File: src/rtl/traffic_light_pkg.sv
// Shared types and constants for the traffic-light sequencer.
// Lamp vector layout: bit2 = red, bit1 = yellow, bit0 = green.
package traffic_light_pkg;

  localparam int CNT_W = 8;

  typedef enum logic [1:0] {
    ST_RED    = 2'b00,
    ST_GREEN  = 2'b01,
    ST_YELLOW = 2'b10
  } state_e;

  localparam logic [2:0] LIGHT_RED    = 3'b100;
  localparam logic [2:0] LIGHT_YELLOW = 3'b010;
  localparam logic [2:0] LIGHT_GREEN  = 3'b001;

  // The unused code 2'b11 shows red so the lamps never go dark or doubled.
  function automatic logic [2:0] light_of(input state_e s);
    case (s)
      ST_GREEN:  return LIGHT_GREEN;
      ST_YELLOW: return LIGHT_YELLOW;
      default:   return LIGHT_RED;
    endcase
  endfunction

endpackage

File: src/rtl/tlf_phase_timer.sv
// Loadable down-counter with zero flag; holds at zero until reloaded.
// Asynchronous active-low reset preloads RESET_VAL.
module tlf_phase_timer
  import traffic_light_pkg::*;
#(
  parameter logic [CNT_W-1:0] RESET_VAL = '0
) (
  input  logic             clk,
  input  logic             reset,
  input  logic             i_load,
  input  logic [CNT_W-1:0] i_load_val,
  output logic [CNT_W-1:0] o_count,
  output logic             o_zero
);

  logic [CNT_W-1:0] r_count;

  always_ff @(posedge clk or negedge reset) begin
    if (!reset) begin
      r_count <= RESET_VAL;
    end else if (i_load) begin
      r_count <= i_load_val;
    end else if (r_count != '0) begin
      r_count <= r_count - CNT_W'(1);
    end
  end

  assign o_count = r_count;
  assign o_zero  = (r_count == '0);

endmodule

File: src/rtl/traffic_light_fsm.sv
// Cyclic RED -> GREEN -> YELLOW Moore sequencer with per-phase cycle counts.
// Define TLF_DEBUG_EN to expose state_dbg / timer_dbg observation ports.
module traffic_light_fsm
  import traffic_light_pkg::*;
#(
  parameter int RED_CYCLES    = 4,
  parameter int GREEN_CYCLES  = 5,
  parameter int YELLOW_CYCLES = 2
) (
  input  logic       clk,
  input  logic       reset,
  output logic [2:0] light
`ifdef TLF_DEBUG_EN
  ,
  output logic [1:0] state_dbg,
  output logic [7:0] timer_dbg
`endif
);

  if (RED_CYCLES < 1 || RED_CYCLES > 255) begin : g_bad_red
    $error("RED_CYCLES must be in 1..255");
  end
  if (GREEN_CYCLES < 1 || GREEN_CYCLES > 255) begin : g_bad_green
    $error("GREEN_CYCLES must be in 1..255");
  end
  if (YELLOW_CYCLES < 1 || YELLOW_CYCLES > 255) begin : g_bad_yellow
    $error("YELLOW_CYCLES must be in 1..255");
  end

  // Counter holds (cycles - 1) on entry so a phase lasts exactly its count.
  localparam logic [CNT_W-1:0] RED_LOAD    = CNT_W'(RED_CYCLES - 1);
  localparam logic [CNT_W-1:0] GREEN_LOAD  = CNT_W'(GREEN_CYCLES - 1);
  localparam logic [CNT_W-1:0] YELLOW_LOAD = CNT_W'(YELLOW_CYCLES - 1);

  state_e           r_state;
  state_e           w_state_next;
  logic             w_load;
  logic [CNT_W-1:0] w_load_val;
  logic             w_zero;
`ifdef TLF_DEBUG_EN
  logic [CNT_W-1:0] w_count;
`else
  logic [CNT_W-1:0] w_unused_count;
`endif

  tlf_phase_timer #(
    .RESET_VAL (RED_LOAD)
  ) u_timer (
    .clk        (clk),
    .reset      (reset),
    .i_load     (w_load),
    .i_load_val (w_load_val),
`ifdef TLF_DEBUG_EN
    .o_count    (w_count),
`else
    .o_count    (w_unused_count),
`endif
    .o_zero     (w_zero)
  );

  always_ff @(posedge clk or negedge reset) begin
    if (!reset) begin
      r_state <= ST_RED;
    end else begin
      r_state <= w_state_next;
    end
  end

  always_comb begin
    w_state_next = r_state;
    w_load       = 1'b0;
    w_load_val   = RED_LOAD;
    case (r_state)
      ST_RED: begin
        if (w_zero) begin
          w_state_next = ST_GREEN;
          w_load       = 1'b1;
          w_load_val   = GREEN_LOAD;
        end
      end
      ST_GREEN: begin
        if (w_zero) begin
          w_state_next = ST_YELLOW;
          w_load       = 1'b1;
          w_load_val   = YELLOW_LOAD;
        end
      end
      ST_YELLOW: begin
        if (w_zero) begin
          w_state_next = ST_RED;
          w_load       = 1'b1;
          w_load_val   = RED_LOAD;
        end
      end
      default: begin
        // Recover from the unused encoding straight into a fresh RED phase.
        w_state_next = ST_RED;
        w_load       = 1'b1;
        w_load_val   = RED_LOAD;
      end
    endcase
  end

  assign light = light_of(r_state);

`ifdef TLF_DEBUG_EN
  assign state_dbg = r_state;
  assign timer_dbg = w_count;
`endif

endmodule

File: config.mk
export PLATFORM = sky130hd
export DESIGN_NAME = traffic_light_fsm
export DESIGN_NICKNAME = d
export VERILOG_FILES = /design/src/rtl/traffic_light_pkg.sv /design/src/rtl/tlf_phase_timer.sv /design/src/rtl/traffic_light_fsm.sv
export SDC_FILE = /design/constraint.sdc
export NUM_CORES = 1
export LEC_CHECK = 0
export CAP_MARGIN = 20
export CORE_UTILIZATION = 50
export CTS_BUF_LIST = sky130_fd_sc_hd__clkbuf_8
export CTS_CLUSTER_SIZE = 12
export DETAILED_ROUTE_END_ITERATION = 12
export GPL_TIMING_DRIVEN = 0
export PLACE_DENSITY = 0.71
export SYNTH_ARGS = -nofsm -noshare
export SYNTH_HDL_FRONTEND = slang
export SYNTH_SLANG_ARGS = --single-unit
export TNS_END_PERCENT = 1
File: constraint.sdc
create_clock -name clk -period 1.5 [get_ports clk]
set_input_delay 0.225 -clock clk [delete_from_list [all_inputs] [get_ports clk]]
set_output_delay 0.225 -clock clk [all_outputs]
set_load 0.1 [all_outputs]
==> out/metrics.csv, run 1 <==
metric;value;unit
Post-synth EDFFs;0;
commonest cells in the netlist;dfrtp_1 (8), ha_1 (7), inv_1 (5), nor3_1 (5);
clk_lat worst skew;0.24;ns
initial drt markers;23;
gr usage total;23.9;%
Final Util;77.9;%
Die Wd;38.6;µm
library cells used by synthesis;30;
first-pass GRT wire length;2.27;mm
clk root buf;clkbuf_8;
Starting Density;57.2;%
fin. max-slew vios;0;
share of cells above drive strength 1;53.2;%
Setup-failing EPs final;2;
critical path arrival;1.70;ns
Pleak;0.397;nW
top-count cell post-synth;dfrtp_1;
Worst-path clk slew;0.05;ns
syn_nets;70;
multiplexer share of the synthesized area;5.42;%
status;finished, violations left;
die area;1490;µm²
Mean Syn Cell Area;11.0;µm²
Vias per Instance;5.70;
Hold Path Class;input port to asynchronous set/reset pin;
Die Ht;38.6;µm
Setup Crit Path Kind;flop to flop;
failing checks;negative setup slack;
max-cap violations;0;
total gr overflow;0;
nets;87;
fmax;653;MHz
hold_ws;0.294;ns
cell taking the most area after synthesis;dfrtp_1;
row count;12;
worst endpoint required time;1.66;ns
PnR Total Power;0.562;mW
Int Power;0.452;mW
Synth Area in XOR/XNOR;3.93;%
Setup Skew;0.00955;ns
PwrDens;617;nW/µm²
Post-Syn Instances;61;
core footprint;1170;µm²
Max rail drop VDD;0.000760;V
Ports;5;
Placement Cell Area;749;µm²
combinational share of power;1.3;%
YS warnings;0;
clock sink total;10;
setup slack after layout;-0.0324;ns
htree depth;1;
Worst slew margin;70.8;%
power share of the clock group;50.6;%
switching share of power;19.6;%
Startpoint Class;flop;
ANT nets after route;0;
antenna violations before repair;0;
Pre-antenna DRT Iters;4;
CP Capture Type;flop;
Post-Synth Adder-Cell Area;13.1;%
CTS tree;done;
Seq pwr share;48.1;%
maximum buffer depth of the clock tree;2;
Async SR Flop Fraction;100;%
CTS buffer count;3;
Final period util;102;%
critical-path maximum fanout;4;
largest family of logic cells by synthesized area;simple AND/OR/NAND/NOR gates;
final non-filler cell area;912;µm²
Synth area leaders;dfrtp_1 (30%), ha_1 (13%), dfstp_2 (7.9%);
P&R area growth vs syn;36.3;%
worst-margin pin slew;0.437;ns
vias in the first global route;488;
DR DRC count;0;
WL per Instance;15.4;µm
final hold vios;0;
largest net degree at the start of global routing;11;
post-synthesis sequential area ratio;37.8;%
FF+latch count, synth;10;
# port buffers;4;
RSZ-0062 raised after global routing;true;
Synth top area share;29.9;%
routed via count;519;
Mapped Area;669;µm²
fin crit period;1.53;ns
GPL Wtd Cong;0.663;
Routed WL;1.40;mm
switching power;0.110;mW
most common flop cell mapped by yosys;dfrtp_1;
n_diodes;0;
Synth Area in Compound Gates;9.91;%
fraction of the mapped netlist area in simple logic gates;22.6;%
[layout by cell type (no fill, tap or decap)]
master / netlist / routed
o211ai_1: 1 / 1
nand3b_1: 1 / 1
ha_4: 0 / 3
a21oi_1: 3 / 2
ha_2: 0 / 1
mux2i_1: 1 / 1
mux2_4: 1 / 1
or3b_2: 1 / 1
nor2_1: 2 / 2
dfrtp_1: 8 / 8
a21oi_2: 0 / 1
clkbuf_8: 0 / 3
nand4b_1: 1 / 1
xnor2_1: 3 / 3
inv_2: 0 / 4
nor3b_4: 0 / 1
inv_1: 5 / 1
o31ai_2: 0 / 1
or3_1: 1 / 1
and2_4: 0 / 1
buf_4: 1 / 11
dfstp_2: 2 / 2
nand2b_1: 3 / 3
a21bo_2: 1 / 1
o31a_2: 1 / 1
nor4_4: 1 / 1
nor3_2: 1 / 2
nor3_1: 5 / 4
buf_12: 0 / 2
buf_6: 2 / 1
clkdlybuf4s50_1: 0 / 1
o31ai_1: 2 / 1
nor3b_1: 1 / 1
a31o_2: 1 / 1
clkinvlp_4: 0 / 1
ha_1: 7 / 3
nand3_1: 1 / 1
mux2_2: 1 / 1
nor2b_1: 1 / 1
[state kept, by name, indices dropped and copies added, names as in the netlist]
signal	count
u_timer.o_count	8
r_state	2
[layer usage]
metal	global-route usage (%)	routed length (µm)	vias up	part of all wire, %
met3	10.4	76	2	5.4
met2	41.7	735	16	53
met4	5.17	8	0	0.57
li1	-	-	244	-
met1	26.5	578	257	41
met5	0	0	-	0
[worst paths after layout]
path                                    start                  to  slack (ns)  depth (start not counted)
max                        u_timer.o_count[0]  u_timer.o_count[6]       -0.03                          6
min                                     reset  u_timer.o_count[3]        0.29                          1
max reg2reg                u_timer.o_count[0]  u_timer.o_count[6]       -0.03                          6
min reg2reg                u_timer.o_count[6]  u_timer.o_count[6]        0.63                          2
max in group asynchronous               reset  u_timer.o_count[0]        0.86                          1
min in group clk           u_timer.o_count[6]  u_timer.o_count[6]        0.63                          2
[power by group through the flow]
stage               sequential [mW]  combinational, mW  clock (mW)
detailed placement            0.275            0.00768           0
CTS                           0.271            0.00774       0.283
finish                        0.271            0.00716       0.285
global placement              0.275            0.00774           0
global route                  0.270            0.00821       0.306
floorplan                     0.275        0.000000169           0
[critical path, cell delays in order, from the launching register on]
cell and delay [ns]:
dfstp_2 0.54, inv_2 0.05, ha_4 0.15, nor3b_4 0.16, buf_4 0.14, or3_1 0.29, mux2i_1 0.13
[area by class of cell]
class / instances / area, µm²
plain buffers: 2 / 18.8
clock buffers: 3 / 41.3
clock inverters: 1 / 3.75
fillers: 74 / 259
inverters: 5 / 22.5
multi-input cells: 43 / 430
flip-flops and latches: 10 / 253
well taps: 14 / 17.5
repair buffers: 13 / 125
[repair_timing]
action | in CTS | in global routing
setup endpoints to repair | 10 | 10
setup buffers | 9 | 0
pin swaps | 1 | 2
hold buffers | 0 | 0
resized for setup | 28 | 8
[stage by stage]
step	TNS [ns]	cells	setup slack [ns]
6_report	-0.0569	91	-0.0324
5_1_grt	-0.242	91	-0.0849
4_1_cts	-0.0912	92	-0.0387
3_5_place_dp	-2.64	79	-0.796
3_3_place_gp	-2.46	79	-0.754
2_1_floorplan	-0.193	61	-0.0751
[cells by family (layout without fill, tap and decap cells)]
group	after synthesis	in the layout
xor+xnor	3	3
mux	3	3
buf+inv	8	24
compound gates	9	9
simple gates	21	21
fa+ha+maj	7	7
flops	10	10
No activity file was read; power rests on OpenSTA's default activity.
==> inputs of run 2 (changes only) <==
- DONT_BUFFER_PORTS: unset -> 1
- GPL_TIMING_DRIVEN: 0 -> unset
- PLACE_DENSITY: 0.71 -> 0.66
- SLEW_MARGIN: unset -> 20
==> run 2 against run 1 <==
  * The run still ends with negative setup slack left
  * Combinational power is 3% lower
  * Utilization is 1.5 points higher
  * Critical endpoint is now r_state[1]
  * Global-route usage is 2.4 points higher
==> out/metrics.csv, run 2 (synthesized netlist as in run 1, its figures left out) <==
metric;value;unit
setup slack after layout;-0.00736;ns
CTS tree;done;
critical-path maximum fanout;4;
CP Cell Sequence;inv_2 > ha_4 > nor3b_4 > a21oi_2 > mux2_4;
Cells after DPL;84;
initial drt markers;12;
core footprint;1170;µm²
nets;87;
CTS buffer count;3;
most frequent cells in the layout;buf_4 (12), dfrtp_1 (8), nor3_1 (4), ha_4 (4), clkbuf_8 (4);
final hold vios;0;
Ports;5;
Pleak;0.412;nW
GPL Wtd Cong;0.834;
max-cap violations;0;
switching share of power;19.2;%
fmax;663;MHz
P&R area growth vs syn;38.9;%
# port buffers;0;
failing checks;negative setup slack;
antenna violations before repair;0;
row count;12;
share of cells above drive strength 1;53.2;%
vias in the first global route;542;
Setup Skew;0.0102;ns
worst-margin pin slew;0.470;ns
Critical Path Max Stage Delay;0.54;ns
ANT nets after route;0;
die area;1490;µm²
Seq pwr share;43.4;%
post-DP HPWL;948;µm
clock sink total;10;
worst endpoint required time;1.63;ns
power share of the clock group;55.5;%
most common cell after layout, fill and taps aside;buf_4;
Setup Crit Path Kind;flop to flop;
Die Wd;38.6;µm
CP Capture Type;flop;
WL per Instance;17.0;µm
Worst slew margin;68.6;%
combinational share of power;1.1;%
routed via count;509;
htree depth;1;
number of flip-flops under the largest register name;8;
Int Power;0.503;mW
Setup-failing EPs final;1;
crit-path leading delay family;flip-flops;
largest net degree at the start of global routing;11;
setup tns final;-0.00736;ns
Max rail drop VDD;0.000520;V
critical path arrival;1.64;ns
n_diodes;0;
Pre-antenna DRT Iters;4;
Die Ht;38.6;µm
DR DRC count;0;
Routed WL;1.54;mm
Vias per Instance;5.59;
total gr overflow;0;
area of the multi-input gates;442;µm²
R2R Path Start;u_timer.o_count[1];
maximum buffer depth of the clock tree;2;
R2R cell count;5;
PwrDens;670;nW/µm²
switching power;0.119;mW
Worst-path clk slew;0.06;ns
Fill cells;63;
gr usage total;26.3;%
first-pass GRT wire length;2.57;mm
Hold Path Class;input port to asynchronous set/reset pin;
R2R setup slack;-0.007;ns
fin cells;91;
fin. max-slew vios;0;
buffers and inverters on the worst path;1;
Starting Density;57.2;%
RSZ-0062 raised after global routing;true;
clk_lat worst skew;0.24;ns
Final period util;100;%
Reg area;253;µm²
status;finished, violations left;
Worst R2R End;r_state[1];
fin crit period;1.51;ns
clk root buf;clkbuf_8;
slowest library cell on the worst path;dfstp_2;
Startpoint Class;flop;
PnR Total Power;0.623;mW
-- run 2: power by group through the flow --
| stage | Clock, mW | Combinational (mW) | Sequential [mW] |
|---|---|---|---|
| after floorplan | 0 | 0.000000169 | 0.275 |
| after global placement | 0 | 0.000000220 | 0.275 |
| after detailed placement | 0 | 0.000000220 | 0.275 |
| after CTS | 0.350 | 0.00723 | 0.270 |
| after global routing | 0.361 | 0.00783 | 0.270 |
| final | 0.345 | 0.00697 | 0.270 |
-- run 2: layer usage --
| metal | share of wire [%] | track usage, % | wire (µm) | up-vias |
|---|---|---|---|---|
| li1 | - | - | - | 245 |
| met1 | 46 | 32.1 | 706 | 254 |
| met2 | 51 | 43.8 | 795 | 8 |
| met3 | 2.0 | 3.47 | 31 | 2 |
| met4 | 0.78 | 15.5 | 12 | 0 |
| met5 | 0 | 0 | 0 | - |
-- run 2: repair_timing --
item	in CTS	in global routing
setup buffers	2	0
pin swaps	4	3
hold buffers	1	0
hold endpoints to repair	10	0
resized for setup	11	3
endpoints found under the setup margin	7	9
-- run 2: final cells by class --
| cell class | instances | share of cell area [%] |
|---|---|---|
| multi-input cells | 43 | 47.5 |
| inverters | 5 | 2.42 |
| clock buffers | 4 | 5.92 |
| repair buffers | 15 | 15.1 |
| well taps | 14 | 1.88 |
| flip-flops and latches | 10 | 27.2 |
-- run 2: worst max-delay path by stage --
stage	slack, ns	to	cells after the start	from
floorplan	-0.08	u_timer.o_count[1]	6	u_timer.o_count[0]
global placement	-0.06	r_state[1]	5	u_timer.o_count[0]
detailed placement	-0.09	r_state[1]	5	u_timer.o_count[0]
CTS	0.004	r_state[1]	5	u_timer.o_count[1]
global route	-0.03	r_state[1]	5	u_timer.o_count[1]
finish	-0.007	r_state[1]	5	u_timer.o_count[1]
-- run 2: metrics by stage --
step | setup slack (ns) | hold WS (ns) | instance area (µm²) | util, %
4_1_cts | 0.00393 | 0.381 | 917 | 78.3
3_5_place_dp | -0.0921 | -0.0703 | 795 | 67.8
6_report | -0.00736 | 0.373 | 930 | 79.4
3_3_place_gp | -0.0646 | -0.0704 | 795 | 67.8
2_1_floorplan | -0.0751 | -0.0706 | 692 | -
5_1_grt | -0.0316 | 0.399 | 930 | 79.4
-- run 2: worst reg2reg max path: stages (launching register included) --
cell	delay [ns]
dfstp_2	0.54
inv_2	0.05
ha_4	0.15
nor3b_4	0.16
a21oi_2	0.18
mux2_4	0.31
==> inputs of run 3 (changes only) <==
--- a/config.mk
+++ b/config.mk
@@ -7,3 +7,3 @@
 export LEC_CHECK = 0
-export CAP_MARGIN = 20
+export CAP_MARGIN = 40
 export CORE_UTILIZATION = 50
--- a/constraint.sdc
+++ b/constraint.sdc
@@ -3,2 +3,2 @@
 set_output_delay 0.225 -clock clk [all_outputs]
-set_load 0.1 [all_outputs]
+set_load 0.005 [all_outputs]
==> run 3 against run 2 <==
  * Largest power group unchanged
  * Worst setup slack worse by 0.030 ns
  * Wire length is 5.6% higher
  * Hold slack improved by 0.0022 ns
  * Clock power about the same
  * Design area is 8.5% lower
  * The flow still finishes with violations (negative setup slack)
  * Critical path depth did not move
  * Clock skew shrank 0.0089 ns
==> out/metrics.csv, run 3 (synthesized netlist as in run 1, its figures left out) <==
metric;value;unit
Starting Density;57.2;%
number of flip-flops under the largest register name;8;
largest net degree at the start of global routing;11;
routed via count;509;
total gr overflow;0;
Seq pwr share;43.3;%
CP Capture Type;flop;
WL per Instance;19.4;µm
Die Ht;38.6;µm
# port buffers;0;
failing checks;negative setup slack;
final non-filler cell area;851;µm²
Setup Skew;0.00127;ns
nets;80;
power share of the clock group;55.6;%
CP Cell Sequence;inv_2 > ha_4 > nor3b_4 > a21oi_2 > mux2_4;
clk root buf;clkbuf_8;
Critical Path Max Stage Delay;0.55;ns
pre-CTS setup slack;-0.0685;ns
Setup Crit Path Kind;flop to flop;
vias in the first global route;531;
fin. max-slew vios;0;
antenna violations before repair;0;
htree depth;1;
GPL Wtd Cong;0.793;
status;finished, violations left;
slowest library cell on the worst path;dfstp_2;
P&R area growth vs syn;27.1;%
combinational share of power;1.1;%
Vias per Instance;6.06;
Die Wd;38.6;µm
critical-path maximum fanout;4;
first-pass GRT wire length;2.43;mm
clk_lat worst skew;0.24;ns
Startpoint Class;flop;
area of the multi-input gates;444;µm²
switching power;0.121;mW
maximum buffer depth of the clock tree;2;
fmax;650;MHz
critical path arrival;1.66;ns
Pleak;0.389;nW
final hold vios;0;
buffers and inverters on the worst path;1;
R2R Path Start;u_timer.o_count[1];
gr usage total;25.6;%
share of cells above drive strength 1;47.1;%
Ports;5;
post-DP HPWL;1.08;mm
Worst R2R End;r_state[1];
fin crit period;1.54;ns
DR DRC count;0;
worst-margin pin slew;0.468;ns
PwrDens;734;nW/µm²
row count;12;
ANT nets after route;0;
core footprint;1170;µm²
Pre-antenna DRT Iters;4;
setup slack after layout;-0.0375;ns
CTS buffer count;3;
Hold Path Class;input port to asynchronous set/reset pin;
Setup-failing EPs final;2;
setup tns final;-0.0544;ns
Int Power;0.504;mW
Reg area;253;µm²
R2R cell count;5;
most common cell after layout, fill and taps aside;dfrtp_1;
Worst slew margin;68.7;%
most frequent cells in the layout;dfrtp_1 (8), buf_4 (7), nor3_1 (4), ha_1 (4), clkbuf_8 (4);
RSZ-0062 raised after global routing;true;
Fill cells;77;
crit-path leading delay family;flip-flops;
clock sink total;10;
R2R setup slack;-0.04;ns
initial drt markers;9;
worst endpoint required time;1.62;ns
CTS tree;done;
Placement Cell Area;728;µm²
switching share of power;19.4;%
Max rail drop VDD;0.000468;V
Final period util;103;%
die area;1490;µm²
max-cap violations;0;
Worst-path clk slew;0.05;ns
n_diodes;0;
hold_ws;0.375;ns
Routed WL;1.63;mm
## run 3: final cells by class
| cell class | count | share of cell area [%] |
|---|---|---|
| clock buffer | 4 | 6.47 |
| inverter | 5 | 2.21 |
| multi-input combinational | 43 | 52.2 |
| sequential | 10 | 29.7 |
| tap | 14 | 2.06 |
| timing repair buffer | 8 | 7.35 |
## run 3: power groups by stage
stage	Combinational (mW)	Sequential, mW	Clock [mW]
after floorplan	0.000000184	0.275	0
after global placement	0.000000201	0.275	0
after detailed placement	0.000000201	0.275	0
after CTS	0.00734	0.271	0.346
after global routing	0.00818	0.270	0.358
final	0.00695	0.270	0.347
## run 3: per-stage QoR
stage	util [%]	power, mW	std cells
after global routing	72.6	0.636	84
after global placement	62.2	0.275	79
final	72.6	0.625	84
after CTS	69.6	0.624	84
after detailed placement	62.2	0.275	79
after floorplan	-	0.275	61
## run 3: worst max-delay path by stage
stage                                  start                 end  slack [ns]  cells past startpoint
after global placement    u_timer.o_count[1]          r_state[1]       -0.03                      5
after CTS                 u_timer.o_count[1]          r_state[1]       -0.03                      5
after detailed placement  u_timer.o_count[1]          r_state[1]       -0.07                      5
after floorplan           u_timer.o_count[0]  u_timer.o_count[1]       -0.01                      6
final                     u_timer.o_count[1]          r_state[1]       -0.04                      5
after global routing      u_timer.o_count[1]          r_state[1]       -0.05                      5
## run 3: timing repair
item,4_1_cts,5_1_grt
setup endpoints to repair,6,4
cloned,0,0
pin swaps,1,4
hold buffers,1,0
gates resized for setup,6,7
endpoints found under the hold margin,10,0
buffers inserted,0,0
## run 3: per-layer routing
layer  vias up  wire length [µm]  track usage, %
li1        232                 -               -
met1       248               632            26.5
met2        24               905            48.8
met3         5                60            3.47
met4         0                33            12.9
met5         -                 0               0
